**src/rtl/rcn_pkg.sv**
```systemverilog
// Shared rcn ring word layout: field positions, word type, and small field helpers.
package rcn_pkg;

  localparam int RCN_W       = 69;
  localparam int RCN_VALID   = 68;
  localparam int RCN_REQ     = 67;
  localparam int RCN_ID_HI   = 66;
  localparam int RCN_ID_LO   = 61;
  localparam int RCN_SEQ_HI  = 60;
  localparam int RCN_SEQ_LO  = 59;
  localparam int RCN_WR      = 58;
  localparam int RCN_MASK_HI = 57;
  localparam int RCN_MASK_LO = 54;
  localparam int RCN_ADDR_HI = 53;
  localparam int RCN_ADDR_LO = 32;
  localparam int RCN_DATA_HI = 31;
  localparam int RCN_DATA_LO = 0;

  typedef logic [RCN_W-1:0] rcn_t;

  // True for a valid response word whose id matches the given endpoint.
  function automatic logic rcn_is_rsp_for(input rcn_t w, input logic [5:0] id);
    return w[RCN_VALID] && !w[RCN_REQ] && (w[RCN_ID_HI:RCN_ID_LO] == id);
  endfunction

  function automatic rcn_t rcn_stamp(input rcn_t w, input logic [5:0] id);
    rcn_t r;
    r                       = w;
    r[RCN_VALID]            = 1'b1;
    r[RCN_ID_HI:RCN_ID_LO]  = id;
    return r;
  endfunction

endpackage

```
**src/rtl/rcn_fifo_master.sv**
```systemverilog
// Fifo-to-ring master: 1-cycle stage + 1-cycle rcn_out inject, 1-cycle ring pass-through; holds requests at MAX_OUT outstanding or when no slot is free,
// recirculates own responses while rsp_full. RCN_FIFO_MASTER_STATS_EN enables the saturating stall_cnt.
module rcn_fifo_master
  import rcn_pkg::*;
#(
  parameter logic [5:0] MASTER_ID = 6'h01,
  parameter int         MAX_OUT   = 4
) (
  input  logic        rst,
  input  logic        clk,
  input  logic [68:0] rcn_in,
  output logic [68:0] rcn_out,
  input  logic [68:0] req_data,
  output logic        req_pop,
  output logic [68:0] rsp_data,
  output logic        rsp_push,
  input  logic        rsp_full,
  output logic        busy,
  output logic [15:0] stall_cnt
);

  localparam logic [3:0] MAX_OUT_W = MAX_OUT[3:0];

  rcn_t       r_rcn_out;
  rcn_t       r_rsp_data;
  logic       r_rsp_push;
  rcn_t       r_stage;
  logic [3:0] r_outstanding;

  logic w_stage_vld;
  logic w_capture;
  logic w_slot_free;
  logic w_inject;
  logic w_load;
  logic w_cnt_inc;
  logic w_cnt_dec;

  // The stage valid bit doubles as the stored word's own valid bit.
  assign w_stage_vld = r_stage[RCN_VALID];
  assign w_capture   = rcn_is_rsp_for(rcn_in, MASTER_ID) && !rsp_full;
  assign w_slot_free = !rcn_in[RCN_VALID] || w_capture;
  assign w_inject    = w_slot_free && w_stage_vld &&
                       (!r_stage[RCN_REQ] || (r_outstanding < MAX_OUT_W));
  assign w_load      = req_data[RCN_VALID] && (!w_stage_vld || w_inject);

  // Stray responses (nothing outstanding) are still captured but not counted.
  assign w_cnt_inc = w_inject && r_stage[RCN_REQ];
  assign w_cnt_dec = w_capture && (r_outstanding != 4'd0);

  always_ff @(posedge clk or posedge rst) begin
    if (rst) begin
      r_rcn_out     <= '0;
      r_rsp_data    <= '0;
      r_rsp_push    <= 1'b0;
      r_stage       <= '0;
      r_outstanding <= 4'd0;
    end else begin
      r_rsp_push <= w_capture;
      if (w_capture) begin
        r_rsp_data <= rcn_in;
      end

      if (w_inject) begin
        r_rcn_out <= rcn_stamp(r_stage, MASTER_ID);
      end else if (w_capture) begin
        r_rcn_out <= '0;
      end else begin
        r_rcn_out <= rcn_in;
      end

      if (w_load) begin
        r_stage <= req_data;
      end else if (w_inject) begin
        r_stage[RCN_VALID] <= 1'b0;
      end

      case ({w_cnt_inc, w_cnt_dec})
        2'b10:   r_outstanding <= r_outstanding + 4'd1;
        2'b01:   r_outstanding <= r_outstanding - 4'd1;
        default: r_outstanding <= r_outstanding;
      endcase
    end
  end

`ifdef RCN_FIFO_MASTER_STATS_EN
  logic [15:0] r_stall_cnt;

  always_ff @(posedge clk or posedge rst) begin
    if (rst) begin
      r_stall_cnt <= 16'd0;
    end else if (w_stage_vld && !w_inject && (r_stall_cnt != 16'hFFFF)) begin
      r_stall_cnt <= r_stall_cnt + 16'd1;
    end
  end

  assign stall_cnt = r_stall_cnt;
`else
  assign stall_cnt = 16'd0;
`endif

  // Pop is gated by reset so the fifo is never drained while the stage is held clear.
  assign req_pop  = w_load && !rst;
  assign rcn_out  = r_rcn_out;
  assign rsp_data = r_rsp_data;
  assign rsp_push = r_rsp_push;
  assign busy     = w_stage_vld || (r_outstanding != 4'd0);

endmodule

```
**config.mk**
```make
export PLATFORM = sky130hd
export DESIGN_NAME = rcn_fifo_master
export DESIGN_NICKNAME = d
export VERILOG_FILES = /design/src/rtl/rcn_pkg.sv /design/src/rtl/rcn_fifo_master.sv
export SDC_FILE = /design/constraint.sdc
export NUM_CORES = 1
export LEC_CHECK = 0
export ABC_AREA = 1
export BUFFER_PORTS_ARGS = -buffer_cell sky130_fd_sc_hd__clkbuf_2
export CORE_MARGIN = 2
export CORE_UTILIZATION = 25
export DETAILED_ROUTE_END_ITERATION = 10
export PLACE_DENSITY = 0.48
export RECOVER_POWER = 25
export SLEW_MARGIN = 20
export SYNTH_ARGS = -nofsm -noshare
export SYNTH_HDL_FRONTEND = slang
export SYNTH_SLANG_ARGS = --single-unit
```
**constraint.sdc**
```tcl
create_clock -name clk -period 11 [get_ports clk]
set_clock_uncertainty 0.15 [all_clocks]
set_input_delay 1.1 -clock clk [delete_from_list [all_inputs] [get_ports clk]]
set_output_delay 1.1 -clock clk [all_outputs]
set_load 0.01 [all_outputs]
```
==> flow_metrics.tcl <==
set metrics [dict create \
    status "finished with violations" \
    violations "capacitance limit, slew limit" \
    track_usage_pct 14.68 \
    root_buffer "clkbuf_16" \
    worst_pin_slew_ns 3.309 \
    rsz0062_at_grt "no" \
    finalSetupTns_ns 0 \
    synthCells 910 \
    slowest_delay_ns 0.78 \
    yosysWarnings 0 \
    arrival_ns 4.21 \
    synth_top_area_share_pct 62.70 \
    hold_violations 0 \
    wl_per_cell_um 15.95 \
    worst_slack_ns 5.542 \
    die_area_mm2 0.03435 \
    start_util_pct 25.33 \
    timing.rr.start "r_outstanding[2]" \
    cp.required_ns 9.75 \
    crit_type "primary input to primary output" \
    final_cells 1621 \
    holdPathEnd "r_stage[41]" \
    synth_area_per_cell_um2 9.035 \
    dieWidth_um 185.3 \
    most-common-layout-cells "nand2_1 (387), dfrtp_1 (206), clkbuf_2 (202)" \
    yosys-mux-area-fraction_pct 0 \
    setup_violations 0 \
    fin_crit_sh_pct 49.62 \
    synth-simple-area-share_pct 30.50 \
    synth_top_family_by_area "simple AND/OR/NAND/NOR gates" \
    final_common_cell "nand2_1" \
    crit_path_end_kind "primary output" \
    fp.dieH_um 185.3 \
    synth-adder-area-share_pct 0.4566 \
    routed_wirelength_mm 25.86 \
    yosysUniqueCellTypes 23 \
    place_ws_ns 5.392 \
    synthXorXnorAreaFrac_pct 0.4261 \
    antenna_found_initial 1 \
    ant_nets 0 \
    syn_to_final_growth_pct 30.10 \
    slowest_stage "nand3_4" \
    synthTopCellsByArea "dfrtp_1 (63%), nand2_1 (18%), nand3_1 (11%), buf_2 (1.6%), buf_4 (1.5%)" \
    gp_congestion 0.7461 \
    grt_pass1_vias 6871 \
    min_period_ns 5.458 \
    critPathBufInv 3 \
    yosysSeqAreaShare_pct 62.70 \
    irDropWorstVdd_mv 0.1301 \
    clk_path_buf_depth 3 \
    routed_via_density 4.316 \
    cp_max_fo 72 \
    cts_made_buffers 26 \
    dp_cells 1575 \
    critPathTopFamily "simple AND/OR/NAND/NOR gates" \
    core_mm2 0.03245 \
    grt_pass1_wl_mm 39.62 \
    drive_gt1_share_pct 22.50 \
    timing.slew.headroom_pct -121.8 \
    r2r_slack_ns 7.97 \
    hp-class "register to register" \
    synth_largest_area_cell "dfrtp_1" \
    grt_overflow 0 \
    cts_setup_buffers 0 \
    hold_depth 2 \
    syn_area_mm2 0.008222 \
    hold_start "r_stage[41]" \
    cts.repair.resized 0 \
    clock.fmax_ghz 0.1832 \
    drcViolationCount 0 \
    synth-seq-cells 206 \
    final_max_slew_viol_count 70 \
    io_pins 298 \
    nets 1305 \
    clkLatencyLatePin_ns 0.52 \
    r2r-end "r_outstanding[2]" \
    drt_iter0_drc 307 \
    port_buffers 275 \
    hpwl_mm 16.08 \
    grt_max_degree 73 \
    firstDrtPassIters 4 \
    row_count 66 \
    postCtsHoldBufs 0 \
    cts.sinks 206 \
    rr_worst_depth 11 \
    via_count 6997 \
    cp_cell_sequence "clkbuf_2 > inv_2 > nand2_1 > nor2_1 > nand3_4 > nand2_2 > nand2_2 > nand2_4 > nand2_4 > nor2_1 > clkbuf_2" \
    htree_levels 1 \
    p_leak_nw 5.878 \
    synth_compound_area_share_pct 0.5479 \
    cp-start-kind "primary input" \
    clk_pin_slew_ns 0.05 \
    worst_hold_slack_ns 0.3195 \
    powerDensity_mw_per_mm2 240.5 \
    cts_tree "done" \
    maxCapViolations 1 \
]
## flip-flops by register name, summed over array words and instances (netlist names)
signal and count:
r_outstanding 4, r_stage 63, rcn_out 69, rsp_data 69, rsp_push 1
## power breakdown
group | switching (mW) | internal (mW)
clock network | 0.329 | 0.523
registers | 0.0991 | 0.974
logic | 0.449 | 0.199
## per-layer routing
layer / wire length [um] / up-vias / track usage [%] / share of wire, %
met2: 11850 / 248 / 24.01 / 46
met1: 11250 / 3340 / 19.18 / 44
li1: - / 3378 / - / -
met3: 2333 / 31 / 4.011 / 9.0
met4: 428 / 0 / 3.714 / 1.7
met5: 0 / - / 0 / 0
## area by class of cell
cell class,instances,area [um2]
Fill cell,3489,21760
Sequential cell,206,5155
Multi-Input combinational cell,627,2706
Timing Repair Buffer,284,1354
Clock buffer,39,800.8
Tap cell,442,553.0
Clock inverter,6,63.81
Inverter,16,61.31
Antenna cell,1,2.502
## how the worst max path moves through the flow
stage | to | start | slack (ns) | cells after the start
CTS | req_pop | rcn_in[62] | 5.36 | 11
global placement | req_pop | rcn_in[62] | 5.40 | 11
global route | req_pop | rcn_in[63] | 5.21 | 11
detailed placement | req_pop | rcn_in[62] | 5.39 | 11
floorplan | r_outstanding[0] | rst | 4.13 | 1
finish | req_pop | rcn_in[62] | 5.54 | 11
## cell usage after synthesis (all sizes together)
| cell type | number |
|---|---|
| nand2 | 391 |
| dfrtp | 206 |
| nand3 | 189 |
| buf | 45 |
| clkbuf | 31 |
| inv | 16 |
| nor2 | 11 |
| a21oi | 5 |
| ha | 3 |
| xor2 | 3 |
| a21boi | 2 |
| nand4 | 2 |
| or2 | 2 |
| conb | 1 |
| nor3 | 1 |
| o21ai | 1 |
| xnor2 | 1 |
## metrics by stage
step / util, % / total power [mW] / cell area (um2)
2_1_floorplan: - / 1.492 / 8278
3_3_place_gp: 30.58 / 1.758 / 9926
3_5_place_dp: 30.58 / 1.768 / 9926
4_1_cts: 33.25 / 2.640 / 10790
5_1_grt: 32.95 / 2.749 / 10690
6_report: 32.96 / 2.572 / 10700
## logic make-up after synthesis
kind of cell	Yosys count
and+or+nand+nor	596
DFF	206
buffers and inverters	92
AOI/OAI and AO/OA	8
xor gates and xnor gates	4
adders and majority gates	3
other	1
## worst register-to-register path, stage by stage (launching register included)
cell	delay, ns
dfrtp_1	0.41
inv_2	0.07
nand2_1	0.10
a21oi_4	0.15
buf_4	0.70
nand3_1	0.27
ha_1	0.32
xor2_1	0.25
ha_1	0.19
a21oi_1	0.04
xor2_1	0.16
o21ai_0	0.15
(Power assumes the default switching activity.)
